==> src/rtl/shift_sequencer_if.sv <==
// Command and response handshake bundle between a command source and the
// shift sequencer.
interface shift_sequencer_if #(
  parameter int WIDTH = 8,
  parameter int CNT_W = $clog2(WIDTH + 1)
);
  logic             cmd_valid;
  logic             cmd_ready;
  logic [WIDTH-1:0] cmd_data;
  logic             cmd_dir;
  logic [CNT_W-1:0] cmd_count;
  logic             rsp_valid;
  logic             rsp_ready;
  logic [WIDTH-1:0] rsp_data;

  modport master (
    output cmd_valid, cmd_data, cmd_dir, cmd_count, rsp_ready,
    input  cmd_ready, rsp_valid, rsp_data
  );

  modport slave (
    input  cmd_valid, cmd_data, cmd_dir, cmd_count, rsp_ready,
    output cmd_ready, rsp_valid, rsp_data
  );
endinterface

==> src/rtl/shift_sequencer.sv <==
// Command-driven controller for an external WIDTH-bit shift register: load,
// N shifts with the discarded bits streamed out, then a final-value response.
module shift_sequencer #(
  parameter int WIDTH = 8,
  parameter int CNT_W = $clog2(WIDTH + 1)
) (
  input  logic             clk,
  input  logic             rst_n,
  shift_sequencer_if.slave bus,
  input  logic             abort,
  output logic [1:0]       sr_mode,
  output logic [WIDTH-1:0] sr_data_in,
  input  logic [WIDTH-1:0] sr_out,
  output logic             ser_bit,
  output logic             ser_valid,
  output logic             busy
);

  typedef enum logic [2:0] {
    CLEAR,
    IDLE,
    LOAD,
    SHIFT,
    RESP
  } state_t;

  localparam logic [1:0]       MODE_CLEAR = 2'b00;
  localparam logic [1:0]       MODE_LOAD  = 2'b01;
  localparam logic [1:0]       MODE_LEFT  = 2'b10;
  localparam logic [1:0]       MODE_RIGHT = 2'b11;
  localparam logic [CNT_W-1:0] MAX_CNT    = CNT_W'(WIDTH);

  state_t           state_q;
  state_t           state_d;
  logic [CNT_W-1:0] cnt_q;
  logic             dir_q;
  logic [WIDTH-1:0] data_q;
  logic             accept;
  logic [CNT_W-1:0] sat_count;

  // Abort suppresses the ready so a simultaneous command is never seen as taken.
  assign accept    = (state_q == IDLE) && bus.cmd_valid && !abort;
  assign sat_count = (bus.cmd_count > MAX_CNT) ? MAX_CNT : bus.cmd_count;

  always_ff @(posedge clk or negedge rst_n) begin
    if (!rst_n) begin
      state_q <= CLEAR;
      cnt_q   <= '0;
      dir_q   <= 1'b0;
      data_q  <= '0;
    end else begin
      state_q <= state_d;
      if (accept) begin
        cnt_q  <= sat_count;
        dir_q  <= bus.cmd_dir;
        data_q <= bus.cmd_data;
      end else if (state_q == SHIFT) begin
        cnt_q <= cnt_q - 1'b1;
      end
    end
  end

  always_comb begin
    state_d = state_q;
    case (state_q)
      CLEAR: state_d = IDLE;
      IDLE:  if (accept) state_d = LOAD;
      LOAD:  state_d = (cnt_q == '0) ? RESP : SHIFT;
      SHIFT: if (cnt_q <= CNT_W'(1)) state_d = RESP;
      RESP:  if (bus.rsp_ready) state_d = IDLE;
      default: state_d = CLEAR;
    endcase
    if (abort && state_q != CLEAR) state_d = CLEAR;
  end

  // Idle and response states recirculate the register through a parallel load,
  // since the register itself has no hold mode.
  always_comb begin
    sr_mode       = MODE_LOAD;
    sr_data_in    = sr_out;
    ser_bit       = 1'b0;
    ser_valid     = 1'b0;
    bus.cmd_ready = 1'b0;
    bus.rsp_valid = 1'b0;
    bus.rsp_data  = '0;
    busy          = 1'b1;
    case (state_q)
      CLEAR: begin
        sr_mode    = MODE_CLEAR;
        sr_data_in = '0;
      end
      IDLE: begin
        bus.cmd_ready = !abort;
        busy          = 1'b0;
      end
      LOAD: begin
        sr_data_in = data_q;
      end
      SHIFT: begin
        sr_mode    = dir_q ? MODE_RIGHT : MODE_LEFT;
        sr_data_in = '0;
        ser_valid  = 1'b1;
        ser_bit    = dir_q ? sr_out[0] : sr_out[WIDTH-1];
      end
      RESP: begin
        bus.rsp_valid = !abort;
        bus.rsp_data  = sr_out;
      end
      default: begin
        sr_mode    = MODE_CLEAR;
        sr_data_in = '0;
      end
    endcase
  end

endmodule
==> src/flat_wrapper.sv <==
// flat-port wrapper written by rule: the top's interface ports become plain ports
module shift_sequencer_flat 
#(
  parameter int WIDTH = 8,
  parameter int CNT_W = $clog2(WIDTH + 1)
)
  (clk, rst_n, abort, sr_mode, sr_data_in, sr_out, ser_bit, ser_valid, busy, bus_cmd_valid, bus_cmd_data, bus_cmd_dir, bus_cmd_count, bus_rsp_ready, bus_cmd_ready, bus_rsp_valid, bus_rsp_data);
  shift_sequencer_if #(.WIDTH(WIDTH), .CNT_W(CNT_W)) bus_i ();
  input  logic clk;
  input  logic rst_n;
  input  logic abort;
  output logic [1:0] sr_mode;
  output logic [WIDTH-1:0] sr_data_in;
  input  logic [WIDTH-1:0] sr_out;
  output logic ser_bit;
  output logic ser_valid;
  output logic busy;
  input wire logic [$bits(bus_i.cmd_valid)-1:0] bus_cmd_valid;
  input wire logic [$bits(bus_i.cmd_data)-1:0] bus_cmd_data;
  input wire logic [$bits(bus_i.cmd_dir)-1:0] bus_cmd_dir;
  input wire logic [$bits(bus_i.cmd_count)-1:0] bus_cmd_count;
  input wire logic [$bits(bus_i.rsp_ready)-1:0] bus_rsp_ready;
  output wire logic [$bits(bus_i.cmd_ready)-1:0] bus_cmd_ready;
  output wire logic [$bits(bus_i.rsp_valid)-1:0] bus_rsp_valid;
  output wire logic [$bits(bus_i.rsp_data)-1:0] bus_rsp_data;
  assign bus_i.cmd_valid = bus_cmd_valid;
  assign bus_i.cmd_data = bus_cmd_data;
  assign bus_i.cmd_dir = bus_cmd_dir;
  assign bus_i.cmd_count = bus_cmd_count;
  assign bus_i.rsp_ready = bus_rsp_ready;
  assign bus_cmd_ready = bus_i.cmd_ready;
  assign bus_rsp_valid = bus_i.rsp_valid;
  assign bus_rsp_data = bus_i.rsp_data;
  shift_sequencer #(.WIDTH(WIDTH), .CNT_W(CNT_W)) u_core (.clk(clk), .rst_n(rst_n), .bus(bus_i), .abort(abort), .sr_mode(sr_mode), .sr_data_in(sr_data_in), .sr_out(sr_out), .ser_bit(ser_bit), .ser_valid(ser_valid), .busy(busy));
endmodule
==> config.mk <==
export PLATFORM = sky130hd
export DESIGN_NAME = shift_sequencer_flat
export DESIGN_NICKNAME = d
export VERILOG_FILES = /design/src/rtl/shift_sequencer_if.sv /design/src/rtl/shift_sequencer.sv /design/src/flat_wrapper.sv
export SDC_FILE = /design/constraint.sdc
export NUM_CORES = 1
export LEC_CHECK = 0
export CORE_ASPECT_RATIO = 1.25
export CORE_MARGIN = 4
export CORE_UTILIZATION = 42
export CTS_CLUSTER_SIZE = 40
export DETAILED_ROUTE_END_ITERATION = 10
export PLACE_DENSITY = 0.8
export SKIP_LAST_GASP = 1
export SYNTH_ARGS = -nofsm -noshare
export SYNTH_HDL_FRONTEND = slang
export SYNTH_SLANG_ARGS = --single-unit
export TNS_END_PERCENT = 10
==> constraint.sdc <==
create_clock -name clk -period 1.75 [get_ports clk]
set_input_delay 0.35 -clock clk [delete_from_list [all_inputs] [get_ports clk]]
set_output_delay 0.35 -clock clk [all_outputs]
set_load 0.005 [all_outputs]
==> results of run 1 <==
-- power groups by stage --
stage	Sequential, uW	Clock [uW]	Combinational [uW]
6_report	690	247	1660
3_3_place_gp	670	0	1390
3_5_place_dp	682	0	1420
4_1_cts	682	255	1640
2_1_floorplan	622	0	819
5_1_grt	716	272	1810
-- layer usage --
| metal | routed length [microns] | track usage | vias to the layer above |
|---|---|---|---|
| li1 | - | - | 583 |
| met1 | 1400 | 0.2496 | 535 |
| met2 | 1739 | 0.3698 | 43 |
| met3 | 238 | 0.02709 | 9 |
| met4 | 74 | 0.09657 | 0 |
| met5 | 0 | 0 | - |
-- cell type report --
type | count | area [sq um] | share of cell area
repair buffers | 83 | 720.7 | 0.3789
multi-input cells | 87 | 675.6 | 0.3553
flip-flops and latches | 16 | 401.6 | 0.2112
well taps | 33 | 41.29 | 0.02171
clock buffers | 4 | 36.28 | 0.01908
inverters | 7 | 26.28 | 0.01382
-- cells by family (layout without fill, tap and decap cells) --
| kind of cell | Yosys count | in the layout |
|---|---|---|
| flops | 16 | 16 |
| compound gates | 34 | 34 |
| fa+ha+maj | 3 | 3 |
| xor+xnor | 2 | 2 |
| buf+inv | 16 | 94 |
| simple gates | 38 | 38 |
| mux | 10 | 10 |
-- through the flow --
| stage | utilization | cell area, sq um | hold slack, ns | TNS (ns) |
|---|---|---|---|---|
| after floorplan | - | 1127 | 0.05441 | 0 |
| after global placement | 0.7000 | 1752 | 0.5011 | -4.600 |
| after detailed placement | 0.7000 | 1752 | 0.5058 | -4.989 |
| after CTS | 0.7545 | 1888 | 0.3536 | -3.917 |
| after global routing | 0.7600 | 1902 | 0.3721 | -6.005 |
| final | 0.7600 | 1902 | 0.3542 | -3.192 |
-- final timing paths --
kind / from / end / slack, ns / cells after the start
max: u_core.state_q[1] / busy / -0.22 / 6
max in group asynchronous: rst_n / u_core.state_q[2] / 1.20 / 2
min: rst_n / u_core.data_q[1] / 0.35 / 2
min in group clk: u_core.data_q[0] / u_core.data_q[0] / 0.53 / 1
max reg2reg: u_core.state_q[1] / u_core.cnt_q[2] / -0.07 / 8
min reg2reg: u_core.data_q[0] / u_core.data_q[0] / 0.53 / 1
-- cell usage in the layout, fill, tap and decap left out, drive strengths merged, types with 2 or more instances in the layout --
| cell | Yosys | final |
|---|---|---|
| dlygate4sd2 | 0 | 8 |
| nor2 | 9 | 9 |
| ha | 3 | 3 |
| xnor2 | 2 | 2 |
| dfrtp | 16 | 16 |
| clkdlybuf4s50 | 0 | 25 |
| buf | 5 | 47 |
| mux2 | 9 | 9 |
| a22oi | 8 | 8 |
| and3 | 10 | 10 |
| nand2 | 10 | 10 |
| a21oi | 5 | 5 |
| nor3b | 2 | 2 |
| o21ai | 12 | 12 |
| nor2b | 2 | 2 |
| inv | 7 | 7 |
| clkbuf | 4 | 4 |
| clkdlybuf4s15 | 0 | 2 |
-- worst max-delay path, delay by kind of cell, from the launching register on --
kind                   cells  cell delay (ns)
DFF                        1             0.43
and+or+nand+nor            1             0.18
buffers and inverters      5             0.71
-- flip-flops by register name (all words and copies together) (netlist names) --
signal,cells
u_core.data_q,8
u_core.cnt_q,4
u_core.state_q,3
u_core.dir_q,1
-- what timing repair did --
action,CTS,global route
cloned,2,0
endpoints found under the setup margin,23,36
gates resized for setup,73,11
pin swaps,2,1
setup buffers,15,0
==> results summary, run 1 <==
The run finished, with violations left. The final reports fail on setup timing. The first-pass GRT wire length came out at 5637 microns. Entering global routing, the biggest net connects 17 pins. The maximum clock path buffer count is 2. The number of placed I/O pins came out at 49. The count of flip-flops with a built-in enable after synthesis is 0. The post-detailed-routing wire length is 3453 microns. The TritonCTS sink count is 16. The worst slew margin relative to its limit is 0.7785. For this block, the initial DRC count from the detailed router was 19. Setup repair after global routing could not meet its margin everywhere. After synthesis the cells add up to 1127 sq um. The die boundary height is 65.93 microns. The non-filler instance count after layout came out at 230. The clock buffer count from CTS came out at 3. The repair_antennas step left the layout with diodes totalling 0.

The share of total power dissipated in sequential elements is 0.266. The full die area came out at 3582 sq um. The clock period minus final worst setup slack came out at 1.973 ns. The worst setup path is launched from a register. Clock-pin slew was measured on the worst setup and hold paths at 0.09 ns. The part of the power in combinational logic is 0.639.

The power consumption came out at 2596 uW. The final hold violation count came out at 0. The switching fraction of total power came out at 0.3648. In this run the static leakage power is 0.0009969 uW. Counting stages on the worst path, the most repeated cell is sky130_fd_sc_hd__buf_4.

The slowest stage of the critical path is the sky130_fd_sc_hd__dfrtp_1 cell. The final RePlAce weighted congestion is 0.8177. The number of iterations in the first detailed-routing pass came out at 5. The area fraction of the dominant cell type after synthesis is 0.3552. The sequential share of the synthesized area came out at 0.3552. The count of mapped cells out of synthesis came out at 119. After synthesis, the most frequently instantiated cells are sky130_fd_sc_hd__dfrtp_1 (16), sky130_fd_sc_hd__o21ai_0 (12), sky130_fd_sc_hd__and3_1 (10).

The share of final-layout standard cells stronger than drive strength 1 came out at 0.3553. The signal on the critical path passes through buf_4, nor3b_4, buf_2, buf_4, inv_1, dlygate4sd2_1. The clock skew after layout came out at 0.0005083 ns. The clock insertion delay at the later pin of the skew report is 0.30 ns.

The switching power of the nets is 946.9 uW. The tree is rooted in a sky130_fd_sc_hd__clkbuf_4. The synthesized design spends more area on one cell type than any other, namely sky130_fd_sc_hd__dfrtp_1.

The number of cells in the design after placement came out at 210. Data arrives at the worst endpoint at 1.62 ns. The routed length per instance came out at 15.01 microns.

The actual slew at the worst max-slew pin came out at 0.3292 ns. The total of buffers placed on input and output ports came out at 48. The total number of H-tree levels is 1.

TritonCTS built the clock tree. The core area is 2502 sq um. The worst setup path is of the reg -> out kind. The number of nets in the synthesized netlist is 148. The net total in the final layout came out at 227. The detailed-placement wirelength estimate is 2443 microns. The starting density of the core came out at 0.4505.

The total of warnings raised by yosys came out at 0. The number of max-cap violations is 0. The share of synthesized cell area in and, or, nand and nor gates came out at 0.2109. By instance count, the leading cell after synthesis is sky130_fd_sc_hd__dfrtp_1. The data required time at the worst endpoint is 1.40 ns. The maximum fanout along the worst path came out at 4. By area, the combinational part of the netlist is dominated by simple AND/OR/NAND/NOR gates. For this design the ratio of total power to cell area is 1365 nW/um^2. The post-synthesis to final-layout area growth came out at 68.70%. The post-placement setup slack is -0.2596 ns. The type of destination of the critical path is an output pin. The final number of setup-violating endpoints came out at 30.

The distinct cell type count of the synthesized netlist is 34. The complex-gate fraction of the synthesized area came out at 0.1964. The number of antenna violations at the first check in global routing is 0. The DRC violation count after routing came out at 0. In this run the mean area of a mapped cell was 9.473 sq um. The count of pins over their slew limit was 0. The dominant register cell in the synthesized netlist is sky130_fd_sc_hd__dfrtp_1. The area share of fa/ha/maj cells after synthesis is 0.03330. On the worst path, the slowest cell contributes a delay of 0.43 ns.

The mux cell area share after synthesis came out at 0.1188. The xor/xnor cell area share of the yosys netlist is 0.01554. Setup slack on the critical path of the routed design comes to -0.2230 ns. Ranked by total cell area, the synthesized netlist is headed by sky130_fd_sc_hd__dfrtp_1 (36%), sky130_fd_sc_hd__mux2_4 (8.0%), sky130_fd_sc_hd__and3_1 (5.5%).

The routed layout has 1170 vias. The number of global-route vias before repair is 1223. The cell row count is 20. The antenna violation net count after detailed routing is 0. The internal power summed over all cells came out at 1649 uW.

The final clock period utilization by the worst path is 1.127. Synthesis inferred 16 register bits. The total global routing track utilization is 0.2128. Static timing analysis puts the maximum clock frequency at 0.5068 GHz.

The min-delay analysis places its worst path in the category in -> async. The worst IR drop on VDD came out at 0.9379 mV. The overall die width came out at 54.34 microns. The detail-routed via count per cell is 5.087. The hold buffer count at cts came out at 0. The total overflow left after global routing is 0.

The share of synthesized flip-flops with an asynchronous set or reset came out at 1.000. The share of total power in the clock network came out at 0.095. The filler cell count in the final layout came out at 184.
Note: power is estimated with default switching activity, not from simulation.
==> run 2, diff against run 1 <==
--- a/config.mk
+++ b/config.mk
@@ -7,10 +7,11 @@
 export LEC_CHECK = 0
 export CORE_ASPECT_RATIO = 1.25
 export CORE_MARGIN = 4
-export CORE_UTILIZATION = 42
+export CORE_UTILIZATION = 43
+export CTS_BUF_LIST = sky130_fd_sc_hd__clkbuf_4 sky130_fd_sc_hd__clkbuf_8
 export CTS_CLUSTER_SIZE = 40
 export DETAILED_ROUTE_END_ITERATION = 10
-export PLACE_DENSITY = 0.8
+export PLACE_DENSITY = 0.82
 export SKIP_LAST_GASP = 1
 export SYNTH_ARGS = -nofsm -noshare
 export SYNTH_HDL_FRONTEND = slang
==> results summary, run 2 (same netlist as run 1, synthesis figures left out) <==
The total of buffers placed on input and output ports came out at 48. Using the TritonRoute via totals, the vias-per-cell ratio works out to 5.410. The critical path runs through a total of 4 cells. Across all register-to-register paths, the minimum setup slack is -0.09 ns. The origin of the worst setup path is u_core.state_q[2].

The critical path contains buffers and inverters numbering 3 combined. At the pin with the least slew margin, the transition time is 0.3186 ns. The first-pass GRT wire length is 6168 microns.

The register with the most flip-flops in the layout has 8 of them. Across the run, the number of max-cap violations was 0. The total global routing track utilization is 0.2394. Counting along the longest clock path gives a buffer depth of 2. The final number of setup-violating endpoints came out at 34. The largest registers in the layout are u_core.data_q: 8 flops, u_core.cnt_q: 4 flops, u_core.state_q: 3 flops. The post-layout utilization of the core came out at 0.7924. Headroom to the max-slew limit came out at 0.7856. The final clock period utilization by the worst path is 1.097.

The most critical setup path has its endpoint at ser_valid. The share of final-layout standard cells stronger than drive strength 1 is 0.3827. The longest individual stage delay on the worst path is 0.49 ns. The type of destination of the critical path is an output pin. TritonCTS built the clock tree. The hold buffer count at cts came out at 0.

The count of pins over their slew limit was 0. The overall die width is 53.80 microns. The detailed-placement wirelength estimate came out at 2501 microns. The clock buffer count from CTS came out at 3. The critical path in this run is classified as reg -> out. The startpoint of the most critical register-to-register path is u_core.state_q[2]. The number of antenna violations at the first check in global routing came out at 0.

On the critical path, the stage with the largest delay is an instance of sky130_fd_sc_hd__clkdlybuf4s50_1. The path class of the tightest hold or removal check is in -> async. The top achievable clock speed is 0.5207 GHz.

The post-route cell area came out at 1963 sq um. The depth of the worst register-to-register path is 8. The number of antenna repair diodes came out at 0.

In the layout the commonest cells are sky130_fd_sc_hd__clkdlybuf4s50_1 (26), sky130_fd_sc_hd__buf_4 (23), sky130_fd_sc_hd__dfrtp_1 (16), sky130_fd_sc_hd__and3_1 (10), sky130_fd_sc_hd__buf_6 (10). The worst-case IR drop observed on VDD is 0.7734 mV. The clock insertion delay at the later pin of the skew report is 0.28 ns. STA classifies the critical path startpoint as a register.

The analysis attributes to cell leakage a power of 0.0009963 uW. The endpoint identified for the worst register-to-register timing path is u_core.cnt_q[2]. The critical path goes through buf_6, nand3b_4, inv_1, clkdlybuf4s50_1. The final RePlAce weighted congestion came out at 0.8224. The number of global-route vias before repair was 1264. The maximum number of pins on one net before global-route repair came out at 17. Dividing the detail-routed wire length by the instance count gives 17.27 microns. After layout, the minimum clock period comes to 1.921 ns. The cell family contributing the most delay on the critical path is buffers and inverters.

The cell area after placement came out at 1767 sq um. The antenna violation net count after detailed routing came out at 0. The maximum fanout along the worst path came out at 4.

The floorplan step defined a core boundary enclosing 2477 sq um. In this run the number of H-tree levels came out at 1. The clock skew after layout came out at 0.007029 ns. The TritonCTS sink count came out at 16. The clock edge transition at the registers on the reported setup and hold paths came out at 0.09 ns. Data arrives at the worst endpoint at 1.57 ns. The first detailed-routing pass took 4 iterations. After detailed routing, the number of remaining DRC violations is 0. The post-detailed-routing wire length came out at 3954 microns. The data required time at the worst endpoint came out at 1.40 ns. The starting density of the core is 0.4551. The final worst hold slack came out at 0.3768 ns. u_core.data_q holds more flip-flops than any other register. The cell row count came out at 20.

Power spread over the standard cell area amounts to 1349 nW/um^2. The full die area came out at 3510 sq um. The count of vias placed by the detailed router is 1239.

The tree is rooted in a sky130_fd_sc_hd__clkbuf_4. The total global routing overflow came out at 0. The run finished, with violations left. The final hold violation count is 0. The die is 65.25 microns tall. The post-synthesis to final-layout area growth is 74.14%.

The minimum setup slack in the final design is -0.1705 ns. The number of placed I/O pins came out at 49. Leaving out fill and tap cells, the most frequent cell in the layout is sky130_fd_sc_hd__clkdlybuf4s50_1. The net total in the final layout is 227. The layout has 147 filler cells. Setup repair after global routing could not meet its margin everywhere. In this run, the number of DRC markers left after iteration 0 of detailed routing was 32. The final reports fail on setup timing.
[run 2: cell count changes in the layout (fill, tap and decap cells not counted), sizes merged]
| cell | change |
|---|---|
| clkdlybuf4s15 | +3 |
| dlymetal6s2s | -1 |
| buf | -4 |
| clkdlybuf4s50 | +1 |
| clkbuf | -1 |
| dlygate4sd2 | +1 |
[run 2: cell type report]
| cell class | count | area, sq um | area share |
|---|---|---|---|
| inverters | 7 | 26.28 | 0.01338 |
| flip-flops and latches | 16 | 400.4 | 0.2040 |
| clock buffers | 3 | 22.52 | 0.01147 |
| well taps | 33 | 41.29 | 0.02103 |
| repair buffers | 83 | 749.5 | 0.3818 |
| multi-input cells | 87 | 723.2 | 0.3684 |
[run 2: what timing repair did]
| action | in CTS | in global routing |
|---|---|---|
| pin swaps | 2 | 9 |
| cloned | 2 | 0 |
| endpoints found under the hold margin | 0 | 0 |
| setup endpoints to repair | 23 | 35 |
| buffers inserted | 13 | 0 |
| gates resized for setup | 74 | 21 |
[run 2: power breakdown]
group / switching, uW / internal [uW]
combinational: 783 / 994
clock: 102 / 79.7
sequential: 149 / 541
[run 2: worst min-delay path by stage]
stage,to,cells after the start,startpoint,slack (ns)
floorplan,u_core.cnt_q[0],0,rst_n,0.05
global placement,u_core.data_q[0],1,u_core.data_q[0],0.50
detailed placement,u_core.data_q[2],1,u_core.data_q[2],0.50
CTS,u_core.state_q[1],2,rst_n,0.39
global route,u_core.state_q[1],2,rst_n,0.42
finish,u_core.state_q[1],2,rst_n,0.38
[run 2: routing by layer]
metal  global-route usage  share of wire
met1               0.2760           0.40
met2               0.4167           0.48
met3              0.03628          0.092
met4               0.1118          0.029
met5                    0              0
[run 2: stage by stage]
stage	TNS [ns]	std cells	setup WS (ns)	power, uW
after floorplan	0	119	0.1978	1441
after global placement	-4.581	212	-0.2401	2052
after detailed placement	-5.556	212	-0.2564	2108
after CTS	-2.703	230	-0.1544	2497
after global routing	-5.185	229	-0.2311	2829
final	-3.478	229	-0.1705	2649
==> run 3, diff against run 2 <==
--- a/config.mk
+++ b/config.mk
@@ -16,4 +16,3 @@
 export SYNTH_ARGS = -nofsm -noshare
 export SYNTH_HDL_FRONTEND = slang
 export SYNTH_SLANG_ARGS = --single-unit
-export TNS_END_PERCENT = 10
==> results summary, run 3 (same netlist as run 1, synthesis figures left out) <==
The worst slew margin relative to its limit came out at 0.7837. The number of buffers and inverters on the critical path is 3. Detailed routing placed a total of 2297 microns of wire on met2. The routed length on met1 came out at 1809 microns. The flow ran to the end, but the final reports show violations.

The final clock period utilization by the worst path came out at 1.139. The total global routing track utilization came out at 0.2478. The maximum clock path buffer count came out at 2. Summed over all failing endpoints, the final setup total negative slack is -2.681 ns. The number of iterations in the first detailed-routing pass came out at 4.

The cell family contributing the most delay on the critical path is flip-flops. The total of buffers placed on input and output ports is 48. The TritonCTS sink count came out at 16. The worst IR drop on VDD came out at 0.8436 mV. The congestion estimate from routability-driven global placement came to 0.8224. The clock buffer count from CTS is 3. The top register by number of flip-flops is u_core.data_q. After detailed placement, the design holds a cell count of 212.

The final layout contains routed wiring with a total length of 4736 microns. The detail-routed via count per cell came out at 5.987. The hold buffer count at cts is 0.

The net total in the final layout is 231. The clock period minus final worst setup slack came out at 1.992 ns. The starting density of the core is 0.4551. The final worst hold slack came out at 0.4098 ns. TritonCTS built the clock tree. For this design, the slowest cell found on the critical path is sky130_fd_sc_hd__dfrtp_2. STA classifies the critical path startpoint as a register. The count of pins over their slew limit is 0. The kind of path behind the tightest hold check is in -> async. Data arrives at the worst endpoint at 1.64 ns.

The clock skew after layout is 0.002358 ns. The die boundary height came out at 65.25 microns. The actual slew at the worst max-slew pin is 0.3154 ns.

Setup repair after global routing could not meet its margin everywhere. In the layout the commonest cells are sky130_fd_sc_hd__clkdlybuf4s50_1 (23), sky130_fd_sc_hd__buf_4 (23), sky130_fd_sc_hd__buf_6 (18), sky130_fd_sc_hd__buf_2 (15), sky130_fd_sc_hd__dfrtp_1 (15). The cell leakage power is 0.0009953 uW. The total global routing overflow came out at 0. The routed length per instance is 20.33 microns. The core area is 2477 sq um.

The die covers 3510 sq um. The largest registers in the layout are u_core.data_q: 8 flops, u_core.cnt_q: 4 flops, u_core.state_q: 3 flops. The overall die width is 53.80 microns.

Walking the worst path, the cells encountered are buf_4, and2b_4, buf_8, a22oi_2, o21ai_1, buf_2. The filler cell count in the final layout came out at 132. The maximum fanout along the worst path is 8. The met3 layer wire length in the routed design is 441 microns.

The number of max-cap violations came out at 0. The number of placed I/O pins came out at 49. The cell row count is 20.

By startpoint and endpoint, the worst setup path is classified as reg -> out. The type of destination of the critical path is an output pin. The first global-routing pass estimated 6479 microns of wire.

The power per cell area came out at 1386 nW/um^2. For this run, the slowest stage of the critical path takes 0.47 ns. In the final layout, the share of cells above drive strength 1 is 0.5100. Compared with the post-synthesis result, the final layout area differs by 79.69%. The non-filler instance count after layout came out at 233. The clock reaches the later pin of the worst-skew pair after 0.28 ns. The maximum number of pins on one net before global-route repair came out at 17. STA puts the critical path data required time at 1.40 ns.

The detailed-placement wirelength estimate came out at 2501 microns. The number of antenna violations at the first check in global routing is 0. The number of global-route vias before repair came out at 1334. The tree is rooted in a sky130_fd_sc_hd__clkbuf_4. The final hold violation count came out at 0.

After the first detailed-routing iteration, the DRC count stood at 86. The number of flip-flops in the largest register is 8. The checks that failed: setup timing. The total number of H-tree levels came out at 1. The number of antenna repair diodes is 0. In the routed design, unresolved DRC markers number 0. After clock tree synthesis, the clock-pin slew on the worst setup and hold paths is 0.08 ns. The top achievable clock speed came out at 0.5019 GHz. Across all setup checks in the final design, the least slack found is -0.2425 ns. The uppermost metal layer occupied by signal nets is met4. The count of vias placed by the detailed router came out at 1395. The count of nets left with antenna violations once routing finished came out at 0. Setup violations remaining at the end of the flow were counted as 23.
run 3: what timing repair did:
item / in CTS / in global routing
pin swaps: 13 / 10
resized for setup: 129 / 24
setup endpoints to repair: 23 / 34
setup buffers: 14 / 5
cloned: 2 / 0
run 3: through the flow:
step | area (sq um) | worst slack (ns) | power [uW] | utilization
floorplan | 1127 | 0.1978 | 1441 | -
global placement | 1767 | -0.2401 | 2052 | 0.7131
detailed placement | 1767 | -0.2564 | 2108 | 0.7131
CTS | 1949 | -0.1522 | 2584 | 0.7869
global route | 2026 | -0.2890 | 2964 | 0.8177
finish | 2026 | -0.2425 | 2807 | 0.8177
run 3: path summary, 6_finish.rpt:
kind | start | endpoint | slack [ns] | cells past startpoint
hold / removal | rst_n | u_core.data_q[1] | 0.41 | 2
setup / recovery | u_core.state_q[2] | sr_data_in[4] | -0.24 | 6
hold reg to reg | u_core.data_q[0] | u_core.data_q[0] | 0.54 | 1
setup reg to reg | u_core.state_q[2] | u_core.cnt_q[2] | -0.07 | 7
max in group asynchronous | rst_n | u_core.state_q[2] | 1.14 | 2
min in group clk | u_core.data_q[0] | u_core.data_q[0] | 0.54 | 1
run 3: metal layers:
metal / track usage / vias up
li1: - / 592
met1: 0.2851 / 677
met2: 0.4303 / 106
met3: 0.04082 / 20
met4: 0.1150 / 0
met5: 0 / -
run 3: area by class of cell:
cell class,instances,area [sq um],area share
clock buffer,3,22.52,0.01112
inverter,7,26.28,0.01297
multi-input combinational,87,773.2,0.3817
sequential,16,401.6,0.1983
tap,33,41.29,0.02038
timing repair buffer,87,760.7,0.3755
run 3: worst register-to-register path, cell delays in order (launching register included):
cell                      delay (ns)
sky130_fd_sc_hd__dfrtp_2        0.47
sky130_fd_sc_hd__buf_6          0.14
sky130_fd_sc_hd__buf_6          0.12
sky130_fd_sc_hd__nor4b_4        0.28
sky130_fd_sc_hd__buf_4          0.16
sky130_fd_sc_hd__nand2_4        0.07
sky130_fd_sc_hd__a21o_1         0.17
sky130_fd_sc_hd__a221o_1        0.30
run 3: power by group:
group	internal (uW)	switching, uW
Combinational	1050	866
Sequential	542	164
Clock	79.8	102
Total	1670	1130
